`config.mk`:
```
export PLATFORM = sky130hd
export DESIGN_NAME = multicycle_ctrl
export DESIGN_NICKNAME = d
export VERILOG_FILES = /design/src/rtl/multicycle_ctrl.sv
export SDC_FILE = /design/constraint.sdc
export NUM_CORES = 1
export LEC_CHECK = 0
export CAP_MARGIN = 25
export CORE_AREA = 2 2 39 41
export DETAILED_ROUTE_END_ITERATION = 10
export DIE_AREA = 0 0 41 43
export MAX_ROUTING_LAYER = met4
export PLACE_DENSITY = 0.81
export RECOVER_POWER = 100
export SETUP_SLACK_MARGIN = 0.1
export SLEW_MARGIN = 20
export SYNTH_ARGS = -nofsm -noshare
export SYNTH_HDL_FRONTEND = slang
export SYNTH_SLANG_ARGS = --single-unit
```
`constraint.sdc`:
```
create_clock -name clk -period 5 [get_ports clk]
set_clock_uncertainty 0.2 [all_clocks]
set_input_delay 0.5 -clock clk [delete_from_list [all_inputs] [get_ports clk]]
set_output_delay 0.5 -clock clk [all_outputs]
set_load 0.1 [all_outputs]
```
`src/rtl/multicycle_ctrl.sv`:
```
// Multicycle RV32I control unit: main FSM, ALU decoder and immediate-format select.
// Optional bne support is compiled in with `define MULTICYCLE_CTRL_BNE_EN.
module multicycle_ctrl #(
    parameter bit ILLEGAL_HALT = 1'b0
) (
    input  logic       clk,
    input  logic       rst,
    input  logic [6:0] op,
    input  logic [2:0] funct3,
    input  logic       funct7b5,
    input  logic       zero,
    output logic       PCWrite,
    output logic       AdrSrc,
    output logic       MemWrite,
    output logic       IRWrite,
    output logic [1:0] ResultSrc,
    output logic [1:0] ALUSrcA,
    output logic [1:0] ALUSrcB,
    output logic [2:0] ALUControl,
    output logic [1:0] ImmSrc,
    output logic       RegWrite,
    output logic       instr_done,
    output logic       illegal
);

    localparam int unsigned STATE_W = 4;
    localparam int unsigned OP_W    = 7;

    localparam logic [OP_W-1:0] OP_LW     = 7'b0000011;
    localparam logic [OP_W-1:0] OP_SW     = 7'b0100011;
    localparam logic [OP_W-1:0] OP_RTYPE  = 7'b0110011;
    localparam logic [OP_W-1:0] OP_ITYPE  = 7'b0010011;
    localparam logic [OP_W-1:0] OP_BRANCH = 7'b1100011;

    localparam logic [2:0] ALU_ADD = 3'b000;
    localparam logic [2:0] ALU_SUB = 3'b001;
    localparam logic [2:0] ALU_AND = 3'b010;
    localparam logic [2:0] ALU_OR  = 3'b011;
    localparam logic [2:0] ALU_SLT = 3'b101;

    typedef enum logic [STATE_W-1:0] {
        S_FETCH    = 4'd0,
        S_DECODE   = 4'd1,
        S_MEMADR   = 4'd2,
        S_MEMREAD  = 4'd3,
        S_MEMWB    = 4'd4,
        S_MEMWRITE = 4'd5,
        S_EXECR    = 4'd6,
        S_EXECI    = 4'd7,
        S_ALUWB    = 4'd8,
        S_BEQ      = 4'd9,
        S_HALT     = 4'd10
    } state_t;

    state_t     state_q;
    state_t     state_d;
    logic       pc_update;
    logic       branch;
    logic       ir_write;
    logic       mem_write;
    logic       reg_write;
    logic       done;
    logic       ill;
    logic       take;
    logic [1:0] alu_op;

    // State register
    always_ff @(posedge clk) begin
        if (rst) begin
            state_q <= S_FETCH;
        end else begin
            state_q <= state_d;
        end
    end

    // Next-state and per-state control decode
    always_comb begin
        state_d   = S_FETCH;
        pc_update = 1'b0;
        branch    = 1'b0;
        ir_write  = 1'b0;
        mem_write = 1'b0;
        reg_write = 1'b0;
        done      = 1'b0;
        ill       = 1'b0;
        alu_op    = 2'b00;
        AdrSrc    = 1'b0;
        ResultSrc = 2'b00;
        ALUSrcA   = 2'b00;
        ALUSrcB   = 2'b00;
        case (state_q)
            S_FETCH: begin
                ir_write  = 1'b1;
                pc_update = 1'b1;
                ALUSrcB   = 2'b10;
                ResultSrc = 2'b10;
                state_d   = S_DECODE;
            end
            S_DECODE: begin
                ALUSrcA = 2'b01;
                ALUSrcB = 2'b01;
                case (op)
                    OP_LW, OP_SW: state_d = S_MEMADR;
                    OP_RTYPE:     state_d = S_EXECR;
                    OP_ITYPE:     state_d = S_EXECI;
                    OP_BRANCH:    state_d = S_BEQ;
                    default: begin
                        ill     = 1'b1;
                        state_d = ILLEGAL_HALT ? S_HALT : S_FETCH;
                    end
                endcase
            end
            S_MEMADR: begin
                ALUSrcA = 2'b10;
                ALUSrcB = 2'b01;
                state_d = op[5] ? S_MEMWRITE : S_MEMREAD;
            end
            S_MEMREAD: begin
                AdrSrc  = 1'b1;
                state_d = S_MEMWB;
            end
            S_MEMWB: begin
                ResultSrc = 2'b01;
                reg_write = 1'b1;
                done      = 1'b1;
            end
            S_MEMWRITE: begin
                AdrSrc    = 1'b1;
                mem_write = 1'b1;
                done      = 1'b1;
            end
            S_EXECR: begin
                ALUSrcA = 2'b10;
                alu_op  = 2'b10;
                state_d = S_ALUWB;
            end
            S_EXECI: begin
                ALUSrcA = 2'b10;
                ALUSrcB = 2'b01;
                alu_op  = 2'b10;
                state_d = S_ALUWB;
            end
            S_ALUWB: begin
                reg_write = 1'b1;
                done      = 1'b1;
            end
            S_BEQ: begin
                ALUSrcA = 2'b10;
                alu_op  = 2'b01;
                branch  = 1'b1;
                done    = 1'b1;
            end
            S_HALT: state_d = S_HALT;
            default: state_d = S_FETCH;
        endcase
    end

`ifdef MULTICYCLE_CTRL_BNE_EN
    assign take = (funct3 == 3'b001) ? ~zero : zero;
`else
    assign take = zero;
`endif

    // Strobes are suppressed for the whole reset cycle
    assign PCWrite    = ~rst & (pc_update | (branch & take));
    assign IRWrite    = ~rst & ir_write;
    assign MemWrite   = ~rst & mem_write;
    assign RegWrite   = ~rst & reg_write;
    assign instr_done = ~rst & done;
    assign illegal    = ~rst & ill;

    // Immediate format depends only on the opcode
    always_comb begin
        ImmSrc = 2'b00;
        case (op)
            OP_SW:     ImmSrc = 2'b01;
            OP_BRANCH: ImmSrc = 2'b10;
            default:   ImmSrc = 2'b00;
        endcase
    end

    // ALU decoder
    always_comb begin
        ALUControl = ALU_ADD;
        case (alu_op)
            2'b01: ALUControl = ALU_SUB;
            2'b10: begin
                case (funct3)
                    3'b000:  ALUControl = ({op[5], funct7b5} == 2'b11) ? ALU_SUB : ALU_ADD;
                    3'b010:  ALUControl = ALU_SLT;
                    3'b110:  ALUControl = ALU_OR;
                    3'b111:  ALUControl = ALU_AND;
                    default: ALUControl = ALU_ADD;
                endcase
            end
            default: ALUControl = ALU_ADD;
        endcase
    end

endmodule

```
======== After elaboration in Yosys (flattened, before gate mapping) ========
Index checks and enable logic that the tools add are counted.
word-level totals
  flip-flop bits (word level) ............. 4
  input port bits ......................... 14
  output and inout port bits .............. 18
  logic and storage cells ................. 60
cells by class
  eq/ne operators ......................... 21
  muxes and demuxes ....................... 19
  bitwise gates (word level) .............. 9
  reductions and logical operators ........ 10
operators with widths
  cell                count
  $pmux 4 s6          1
  $pmux 2 s2          5
  $eq 4x3->1 const B  4
  $pmux 4 s4          1
  $eq 7x6->1 const B  2
  $eq 4x4->1 const B  3
  $pmux 3 s4          1
  $mux 1              9
  $eq 4x2->1 const B  2
  $reduce_or 2->1     4
  $reduce_or 4->1     2
  $and 1x1->1         7
  $eq 7x2->1 const B  1
  $eq 7x5->1 const B  1
  $eq 7x7->1 const B  1
  $eq 3x3->1 const B  2
  $pmux 3 s2          1
  $reduce_or 5->1     1
  $eq 2x2->1 const B  2
  $eq 4x1->1 const B  1
  $logic_not 4->1     1
  $eq 3x2->1 const B  1
  $logic_not 3->1     1
  $mux 3              1
  4 further kinds     4

======== Logic depth before layout (Yosys ltp) ========
Gate-level depths: netlist of the first run.
  depth in word-level cells ............... 5
  mapped depth ............................ 7
  mapped depth without buffers ............ 6

======== Worst setup path before layout of the first run ========
OpenSTA, ideal clock, no wires.
  kind .................................... register to output
  start point ............................. register state_q[2]
  end point ............................... output RegWrite
  arrival ................................. 4411 ps
  data required time ...................... 4300 ps
  setup slack ............................. -111 ps
  stages on the path, launching flop included .. 5
  buffers on the path ..................... 1
  cell sequence ........................... dfxtp_1 buf_2 or2b_1 a211oi_1 nor2b_1
on the way
  longest elaborated chain between the ends .. 4
  elaborated cells on any way between the ends .. 5
  those cells by class .................... eq/ne: 2; mux: 1; bitwise: 1; reduce/logical: 1
ends and longest elaborated chain
  element                                          line  RTL
  start, declared                                  55    state_t state_q;
  start signal, assigned                           72    state_q <= state_d;
  $eq 4x4->1 / $eq 4x3->1 (equally long branches)  91    case (state_q)
  $reduce_or 2->1 (no line) (*)                    -
  $mux 1 (*)                                       91
  $and 1x1->1 (*)                                  168   assign RegWrite = ~rst & reg_write;
  end, declared                                    21    output logic RegWrite,
Mark *: on every way between the ends. The rest lies on a longest branch, timed or not.

======== Final worst setup path of the first run ========
  start point ............................. register state_q[3]
  end point ............................... output ALUControl[2]
on the way
  longest elaborated chain between the ends .. 5
  elaborated cells on any way between the ends .. 8
  those cells by class .................... eq/ne: 5; mux: 2; reduce/logical: 1
ends and longest elaborated chain
  element                                          line  RTL
  $eq 4x3->1                                       91
  $reduce_or 2->1 (no line)                        -
  $pmux 2 s2 (*)                                   91
  $eq 2x2->1 / $eq 2x1->1 (equally long branches)  185   case (alu_op)
  $pmux 3 s2 (*)                                   185
  end, declared                                    19    output logic [2:0] ALUControl,
Marked as above.

==> results of run 1 <==
==> routing by layer <==
layer	vias to the layer above	GRT usage (%)
li1	311	-
met1	261	19.61
met2	23	28.75
met3	0	4.712
met4	0	0
met5	-	-
==> cell usage in the layout (no fill, tap or decap), types with 2 or more instances in the layout <==
| master | n |
|---|---|
| sky130_fd_sc_hd__a21boi_0 | 2 |
| sky130_fd_sc_hd__a21oi_1 | 6 |
| sky130_fd_sc_hd__clkbuf_4 | 3 |
| sky130_fd_sc_hd__clkdlybuf4s50_1 | 13 |
| sky130_fd_sc_hd__dfxtp_1 | 4 |
| sky130_fd_sc_hd__dlygate4sd3_1 | 18 |
| sky130_fd_sc_hd__ha_1 | 2 |
| sky130_fd_sc_hd__inv_1 | 7 |
| sky130_fd_sc_hd__nand2_1 | 5 |
| sky130_fd_sc_hd__nand2b_1 | 3 |
| sky130_fd_sc_hd__nor2_1 | 10 |
| sky130_fd_sc_hd__nor2b_1 | 3 |
| sky130_fd_sc_hd__nor3_1 | 8 |
| sky130_fd_sc_hd__o21a_1 | 2 |
| sky130_fd_sc_hd__o21ai_0 | 2 |
==> worst min-delay path by stage <==
stage	start	endpoint	slack (ns)	cells past startpoint
floorplan	rst	state_q[2]$_SDFF_PP0_	0.37	1
global placement	state_q[3]$_SDFF_PP0_	state_q[2]$_SDFF_PP0_	0.51	3
detailed placement	state_q[3]$_SDFF_PP0_	state_q[3]$_SDFF_PP0_	0.53	3
CTS	state_q[3]$_SDFF_PP0_	state_q[3]$_SDFF_PP0_	0.54	3
global route	state_q[3]$_SDFF_PP0_	state_q[2]$_SDFF_PP0_	0.62	3
finish	state_q[3]$_SDFF_PP0_	state_q[3]$_SDFF_PP0_	0.54	3
==> stage by stage <==
stage	cells	area, µm²	util (%)	hold slack (ns)	setup slack [ns]
after floorplan	72	481.7	-	0.3697	0.2407
after CTS	118	810.8	58.59	0.5394	1.424
final	118	802.0	57.96	0.5385	1.381
after detailed placement	115	788.3	56.96	0.5334	1.678
after global routing	118	802.0	57.96	0.6202	1.245
after global placement	115	788.3	56.96	0.5148	1.696
==> worst reg2reg max path, delay by kind of cell (launching register included) <==
kind               cells  cell delay (ns)
and+or+nand+nor        3             1.00
DFF                    1             0.43
AOI/OAI and AO/OA      1             0.13
==> synth_stat cells <==
library cell / instances
sky130_fd_sc_hd__inv_1: 7
sky130_fd_sc_hd__nor3_1: 7
sky130_fd_sc_hd__a211oi_1: 1
sky130_fd_sc_hd__nor3_2: 2
sky130_fd_sc_hd__or3_1: 1
sky130_fd_sc_hd__xnor2_1: 1
sky130_fd_sc_hd__or2b_1: 1
sky130_fd_sc_hd__and2_1: 1
sky130_fd_sc_hd__buf_1: 1
sky130_fd_sc_hd__clkbuf_1: 1
sky130_fd_sc_hd__buf_6: 1
sky130_fd_sc_hd__nand3_1: 1
sky130_fd_sc_hd__a31oi_1: 1
sky130_fd_sc_hd__o21a_1: 2
sky130_fd_sc_hd__buf_2: 1
sky130_fd_sc_hd__nand2b_1: 3
sky130_fd_sc_hd__o21ai_0: 2
sky130_fd_sc_hd__nor3b_1: 1
sky130_fd_sc_hd__nand2_1: 5
sky130_fd_sc_hd__a21boi_1: 1
sky130_fd_sc_hd__ha_1: 2
sky130_fd_sc_hd__nor2b_1: 3
sky130_fd_sc_hd__a31o_2: 1
sky130_fd_sc_hd__or4b_4: 1
sky130_fd_sc_hd__a21oi_1: 6
sky130_fd_sc_hd__o211ai_1: 1
sky130_fd_sc_hd__nor4_1: 1
sky130_fd_sc_hd__nand4bb_1: 1
sky130_fd_sc_hd__nor2_1: 10
sky130_fd_sc_hd__a21boi_0: 1
sky130_fd_sc_hd__dfxtp_1: 4
==> final cells by class <==
cell class                 instances  area [µm²]  share of cell area (%)
multi-input combinational         57       342.8                   42.75
timing repair buffer              31       310.3                   38.69
sequential                         4       80.08                   9.984
inverter                           7       26.28                   3.276
clock buffer                       3       22.52                   2.808
tap                               16       20.02                   2.496
==> where the power goes <==
part	switching (W)	total, W	internal, W
logic	0.0000471	0.0000670	0.0000199
clock network	0.0000102	0.0000369	0.0000267
registers	0.00000190	0.0000348	0.0000329
total	0.0000592	0.000139	0.0000794
==> kinds of logic (layout without fill, tap and decap cells) <==
logic type               after synthesis  in the layout  synth area share, %
flip-flops                             4              4                16.80
adder cells (fa/ha/maj)                2              2                5.249
AND/OR/NAND/NOR                       38             38                44.62
AO/OA/AOI/OAI                         16             16                21.00
XOR/XNOR                               1              1                1.838
buffers and inverters                 11             41                10.50
==> key figures, run 1 <==
Detailed routing
  • Overall via count from detail_route: ~600
  • Starting DRC count in detailed routing: 9
  • Average wire per cell in the routed design: about 12 µm
  • DRC viols: 0
  • Routed length on met2: roughly 660 µm
  • Pre-antenna DRT Iters: 4
  • Routed met1 length: between 500 and 600 µm
  • Detailed-route vias per instance: 5.042
  • Final Routed Wirelength: about 1400 µm
  • Post-route antenna net violation count: 0
  • Met3 wire length: 161 µm
  • Highest metal layer with signal wires: met3

GRT
  • Wire length of the first global-routing pass: 2056 µm
  • Overall overflow remaining after global route: 0
  • GRT Total Usage: between 15 and 20%
  • Antenna violations before repair: 0
  • Vias in the first global route: 506
  • Largest net degree at the start of global routing: 14

Synth
  • Yosys Warn Count: 0
  • Total of flip-flops plus latches after synthesis: 4
  • Sequential element share of the synthesized area: between 10% and 20%
  • Net Count, Synth: between 80 and 90
  • Top cell type by total area after synthesis: sky130_fd_sc_hd__dfxtp_1
  • Average footprint of a synthesized cell: about 6.6 µm²
  • Number of cells produced by synthesis: between 70 and 80
  • Post-synth cell types: 31
  • Top cells by area, synth: sky130_fd_sc_hd__dfxtp_1 (17%), sky130_fd_sc_hd__nor2_1 (7.9%), sky130_fd_sc_hd__nor3_1 (7.3%)
  • Netlist area before placement: around 480 µm²
  • Top-area cell type share of the netlist area: 16.80%

Run
  • Reported max-cap violation count: 0

Layout
  • Largest registers: state_q x4
  • Max reg flops: 4
  • Share of cells above drive strength 1: approximately 6%
  • Net total in the final layout: 120
  • Antenna diodes: 0
  • Area grow syn2layout: 68.24%
  • Fill cells: roughly 150
  • Register containing the most flip-flops in the final layout: state_q

Floorplanning
  • Num rows: 14
  • Number of primary I/O pins: 32
  • Area of the die: roughly 1800 µm²
  • Core Box Area: approximately 1400 µm²
  • Die width: ~41 µm
  • Starting utilization of the core area: between 30% and 40%
  • Vert. Die Dim: between 40 and 50 µm

Clock tree
  • Post-CTS setup repair buffer count: 0
  • Total CTS buffers: 3
  • Cts repair resizes: 0
  • Clock network latency to the later pin of the worst-skew pair: between 0.2 and 0.25 ns
  • H-Tree Depth: 1
  • Clock-pin slew of the registers on the worst-case setup and hold paths: ~0.04 ns
  • Clock sinks: 4
  • Clock Tree Root: sky130_fd_sc_hd__clkbuf_4
  • Maximum buffer depth of the clock tree: 2
  • Number of buffers added to fix hold violations after cts: 0
  • CTS tree: yes

Setup path
  • Kind of end point of the critical path: output pin
  • Family with the most delay on the worst path: buffers and inverters
  • Type of the setup path with the least slack: reg -> out
  • Reg-to-reg endpoint: state_q[2]$_SDFF_PP0_
  • Arrival @ worst endpoint: 2.92 ns
  • WP data required: between 4 and 5 ns
  • Reg-to-reg setup timing slack: ~3.2 ns
  • Delay of the slowest critical-path stage: 1.23 ns
  • CP Launch Point: state_q[3]$_SDFF_PP0_
  • R2r worst-path depth: 4
  • CP Buf/Inv Count: 1
  • Ordered list of cells on the worst path: or2b_1 -> nor2_1 -> ha_1 -> nor4_1 -> dlygate4sd3_1
  • Cell with the largest stage delay on the worst path: sky130_fd_sc_hd__dlygate4sd3_1
  • Startpoint of the lowest-slack register-to-register path: state_q[1]$_SDFF_PP0_
  • Critical Path Sink: ALUControl[2]
  • Type of element launching the critical path: register
  • Logic depth of the worst setup path including buffers: 5
  • Largest fanout on the critical path: 10

Timing
  • Hold Fails Final Rpt: 0
  • RSZ-0062 raised after global routing: false
  • Finish-stage setup viols: 0
  • Share of the cycle needed by the critical path after routing: 72.37%
  • Sum of negative setup slack: 0 ns
  • Max-slew violation count: 0
  • Highest attainable clock frequency: around 280 MHz
  • Worst Tran Pin Value: approximately 1 ns
  • Headroom to the max-slew limit: 33.31%
  • Time the worst path needs with I/O delays and setup: 3.619 ns

Power
  • Static Leak: ~0.34 nW
  • Peak supply drop: roughly 0.00015 V
  • Overall power consumption: between 0.0001 and 0.00015 W
  • Pwr dens: ~170 nW/µm²

Hold path
  • Class of the tightest hold or removal check: reg -> reg

Place
  • Number of port buffers: 31
  • HPWL after detailed placement: approximately 1200 µm
  • RePlAce Congestion: about 0.73

Outcome
  • Run status: finished, final reports clean
No activity file was read; power rests on OpenSTA's default activity.
==> run 2: changes to the inputs <==
--- a/config.mk
+++ b/config.mk
@@ -6,11 +6,11 @@
 export NUM_CORES = 1
 export LEC_CHECK = 0
 export CAP_MARGIN = 25
-export CORE_AREA = 2 2 39 41
+export CORE_MARGIN = 2
+export CORE_UTILIZATION = 31
 export DETAILED_ROUTE_END_ITERATION = 10
-export DIE_AREA = 0 0 41 43
 export MAX_ROUTING_LAYER = met4
-export PLACE_DENSITY = 0.81
+export PLACE_DENSITY = 0.74
 export RECOVER_POWER = 100
 export SETUP_SLACK_MARGIN = 0.1
 export SLEW_MARGIN = 20
==> constraint.sdc (replaced) <==
create_clock -name clk -period 3.1 [get_ports clk]
set_clock_uncertainty 0.2 [all_clocks]
set_input_delay 0.31 -clock clk [delete_from_list [all_inputs] [get_ports clk]]
set_output_delay 0.31 -clock clk [all_outputs]
set_load 0.1 [all_outputs]
==> run 2 against run 1 <==
Against the previous run: first-iteration DRC count is 11% lower; flip-flop and latch count did not move; core utilization is 4.4 points lower; combinational power rose by 60%; non-clock buffer count stayed put; worst setup slack worse by 0.96 ns; die area grew 5.9%; sequential share of layout area increased by 0.17 points; worst hold slack gained 0.015 ns; routed wire length fell by 4.6%; cell count is the same; sequential power rose by 62%; critical path type unchanged; critical endpoint is now ALUSrcB[0].
==> key figures, run 2 (synthesis gave the netlist of run 1 again) <==
Outcome
  • Run status: finished, final reports clean

Layout
  • Antenna diodes: 0
  • Net total in the final layout: 120
  • Core Util, Final: around 54%
  • Register containing the most flip-flops in the final layout: state_q
  • Most used cells in the layout excluding fill and tap cells: sky130_fd_sc_hd__clkdlybuf4s50_1 (12), sky130_fd_sc_hd__clkbuf_1 (9), sky130_fd_sc_hd__nor2_1 (8)
  • Largest registers: state_q x4
  • Share of cells above drive strength 1: between 20 and 30%
  • Area grow syn2layout: 65.35%
  • Max reg flops: 4
  • Most common library cell in the layout ignoring fill and taps: sky130_fd_sc_hd__clkdlybuf4s50_1

Clock tree
  • Cts repair resizes: 0
  • Clock network latency to the later pin of the worst-skew pair: between 0.2 and 0.25 ns
  • Total CTS buffers: 3
  • Post-CTS setup repair buffer count: 0
  • H-Tree Depth: 1
  • Clock sinks: 4
  • CTS tree: yes
  • Clock-pin slew of the registers on the worst-case setup and hold paths: about 0.040 ns
  • Clock Tree Root: sky130_fd_sc_hd__clkbuf_4
  • Maximum buffer depth of the clock tree: 2
  • Number of buffers added to fix hold violations after cts: 0

Floorplanning
  • Area of the die: approximately 1900 µm²
  • Core Box Area: 1471 µm²
  • Vert. Die Dim: 43.22 µm
  • Num rows: 14
  • Die width: between 40 and 50 µm
  • Starting utilization of the core area: roughly 32%
  • Number of primary I/O pins: 32

Detailed routing
  • Detailed-route vias per instance: 4.831
  • Starting DRC count in detailed routing: 8
  • Overall via count from detail_route: 570
  • Average wire per cell in the routed design: 11.00 µm
  • Pre-antenna DRT Iters: 4
  • Final Routed Wirelength: approximately 1300 µm
  • Post-route antenna net violation count: 0
  • DRC viols: 0

Setup path
  • Startpoint of the lowest-slack register-to-register path: state_q[1]$_SDFF_PP0_
  • Largest fanout on the critical path: 13
  • Family with the most delay on the worst path: buffers and inverters
  • CP Buf/Inv Count: 1
  • Arrival @ worst endpoint: between 2 and 2.5 ns
  • Cell with the largest stage delay on the worst path: sky130_fd_sc_hd__clkbuf_1
  • Reg-to-reg setup timing slack: ~1.2 ns
  • Type of element launching the critical path: register
  • Type of the setup path with the least slack: reg -> out
  • Kind of end point of the critical path: output pin
  • Ordered list of cells on the worst path: xnor2_1 -> nand2_1 -> a21oi_1 -> clkbuf_1
  • R2r worst-path depth: 4
  • Reg-to-reg endpoint: state_q[2]$_SDFF_PP0_
  • WP data required: around 2.6 ns
  • Delay of the slowest critical-path stage: between 0.8 and 0.9 ns

Timing
  • Finish-stage setup viols: 0
  • RSZ-0062 raised after global routing: false
  • Worst Tran Pin Value: between 1 and 1.5 ns
  • Time the worst path needs with I/O delays and setup: ~2.7 ns
  • Headroom to the max-slew limit: approximately 22%
  • Worst-case hold slack: around 0.55 ns
  • Highest attainable clock frequency: 372.9 MHz
  • Max-slew violation count: 0
  • Hold Fails Final Rpt: 0
  • Sum of negative setup slack: 0 ns
  • Share of the cycle needed by the critical path after routing: a little under 90%
  • Worst path setup slack after routing: 0.4180 ns

Place
  • HPWL after detailed placement: approximately 1100 µm
  • DP Worst Slack: 0.7733 ns
  • RePlAce Congestion: 0.8114
  • Number of port buffers: 31

Power
  • Peak supply drop: 0.0001790 V
  • Pwr dens: between 200 and 300 nW/µm²
  • Static Leak: between 0.2 and 0.3 nW

GRT
  • Largest net degree at the start of global routing: 14
  • Vias in the first global route: around 550
  • Wire length of the first global-routing pass: between 2000 and 2500 µm
  • Antenna violations before repair: 0
  • GRT Total Usage: between 10% and 20%
  • Overall overflow remaining after global route: 0

Hold path
  • Hold Crit Endpoint: state_q[3]$_SDFF_PP0_
  • Hold depth: 3
  • Class of the tightest hold or removal check: reg -> reg
  • Worst min-delay path startpoint: state_q[3]$_SDFF_PP0_

Run
  • Reported max-cap violation count: 0
-- run 2: cell count changes in the layout (fill, tap and decap cells not counted), sizes merged --
cell,change
clkbuf,+16
dlygate4sd3,-17
buf,+2
clkdlybuf4s50,-1
-- run 2: how the worst max path moves through the flow --
stage | slack, ns | cells past startpoint | start | end
2_1_floorplan | -0.03 | 4 | state_q[2]$_SDFF_PP0_ | RegWrite
3_3_place_gp | 0.80 | 5 | state_q[1]$_SDFF_PP0_ | ALUControl[2]
3_5_place_dp | 0.77 | 5 | state_q[1]$_SDFF_PP0_ | ALUControl[2]
4_1_cts | 0.50 | 5 | state_q[1]$_SDFF_PP0_ | ALUControl[2]
5_1_grt | 0.30 | 4 | state_q[1]$_SDFF_PP0_ | ALUSrcB[0]
6_report | 0.42 | 4 | state_q[1]$_SDFF_PP0_ | ALUSrcB[0]
-- run 2: tightest hold or removal path, stage by stage (launching register included) --
cell	delay, ns
sky130_fd_sc_hd__dfxtp_1	0.38
sky130_fd_sc_hd__nand2_1	0.08
sky130_fd_sc_hd__a21boi_0	0.08
sky130_fd_sc_hd__o21a_1	0.16
-- run 2: power by group --
group,internal [W],switching [W]
Clock,0.0000433,0.0000205
Combinational,0.0000274,0.0000794
Sequential,0.0000530,0.00000332
Total,0.000124,0.000103
-- run 2: metal layers --
layer | wire length (µm) | track usage (%) | vias up
met5 | 0 | - | -
met3 | 71 | 2.128 | 0
met2 | 675 | 25.37 | 18
li1 | - | - | 306
met4 | 0 | 10.91 | 0
met1 | 551 | 20.20 | 246
-- run 2: stage by stage --
stage | power, W | area, µm² | instances
3_5_place_dp | 0.0001723 | 825.8 | 115
4_1_cts | 0.0002411 | 848.3 | 118
2_1_floorplan | 0.0001362 | 551.8 | 72
3_3_place_gp | 0.0001719 | 825.8 | 115
5_1_grt | 0.0002381 | 788.3 | 118
6_report | 0.0002269 | 788.3 | 118
-- run 2: final cells by class --
type	instances	area (µm²)
fill	170	683.2
multi-input combinational	57	412.9
timing repair buffer	31	226.5
sequential	4	80.08
inverter	7	26.28
clock buffer	3	22.52
tap	16	20.02
==> run 3: changes to the inputs <==
--- a/config.mk
+++ b/config.mk
@@ -8,6 +8,7 @@
 export CAP_MARGIN = 25
 export CORE_MARGIN = 2
 export CORE_UTILIZATION = 31
+export CTS_CLUSTER_DIAMETER = 80
 export DETAILED_ROUTE_END_ITERATION = 10
 export MAX_ROUTING_LAYER = met4
 export PLACE_DENSITY = 0.74
==> results of run 3 <==
Final layout, timing and power as in run 2 (identical DEF).
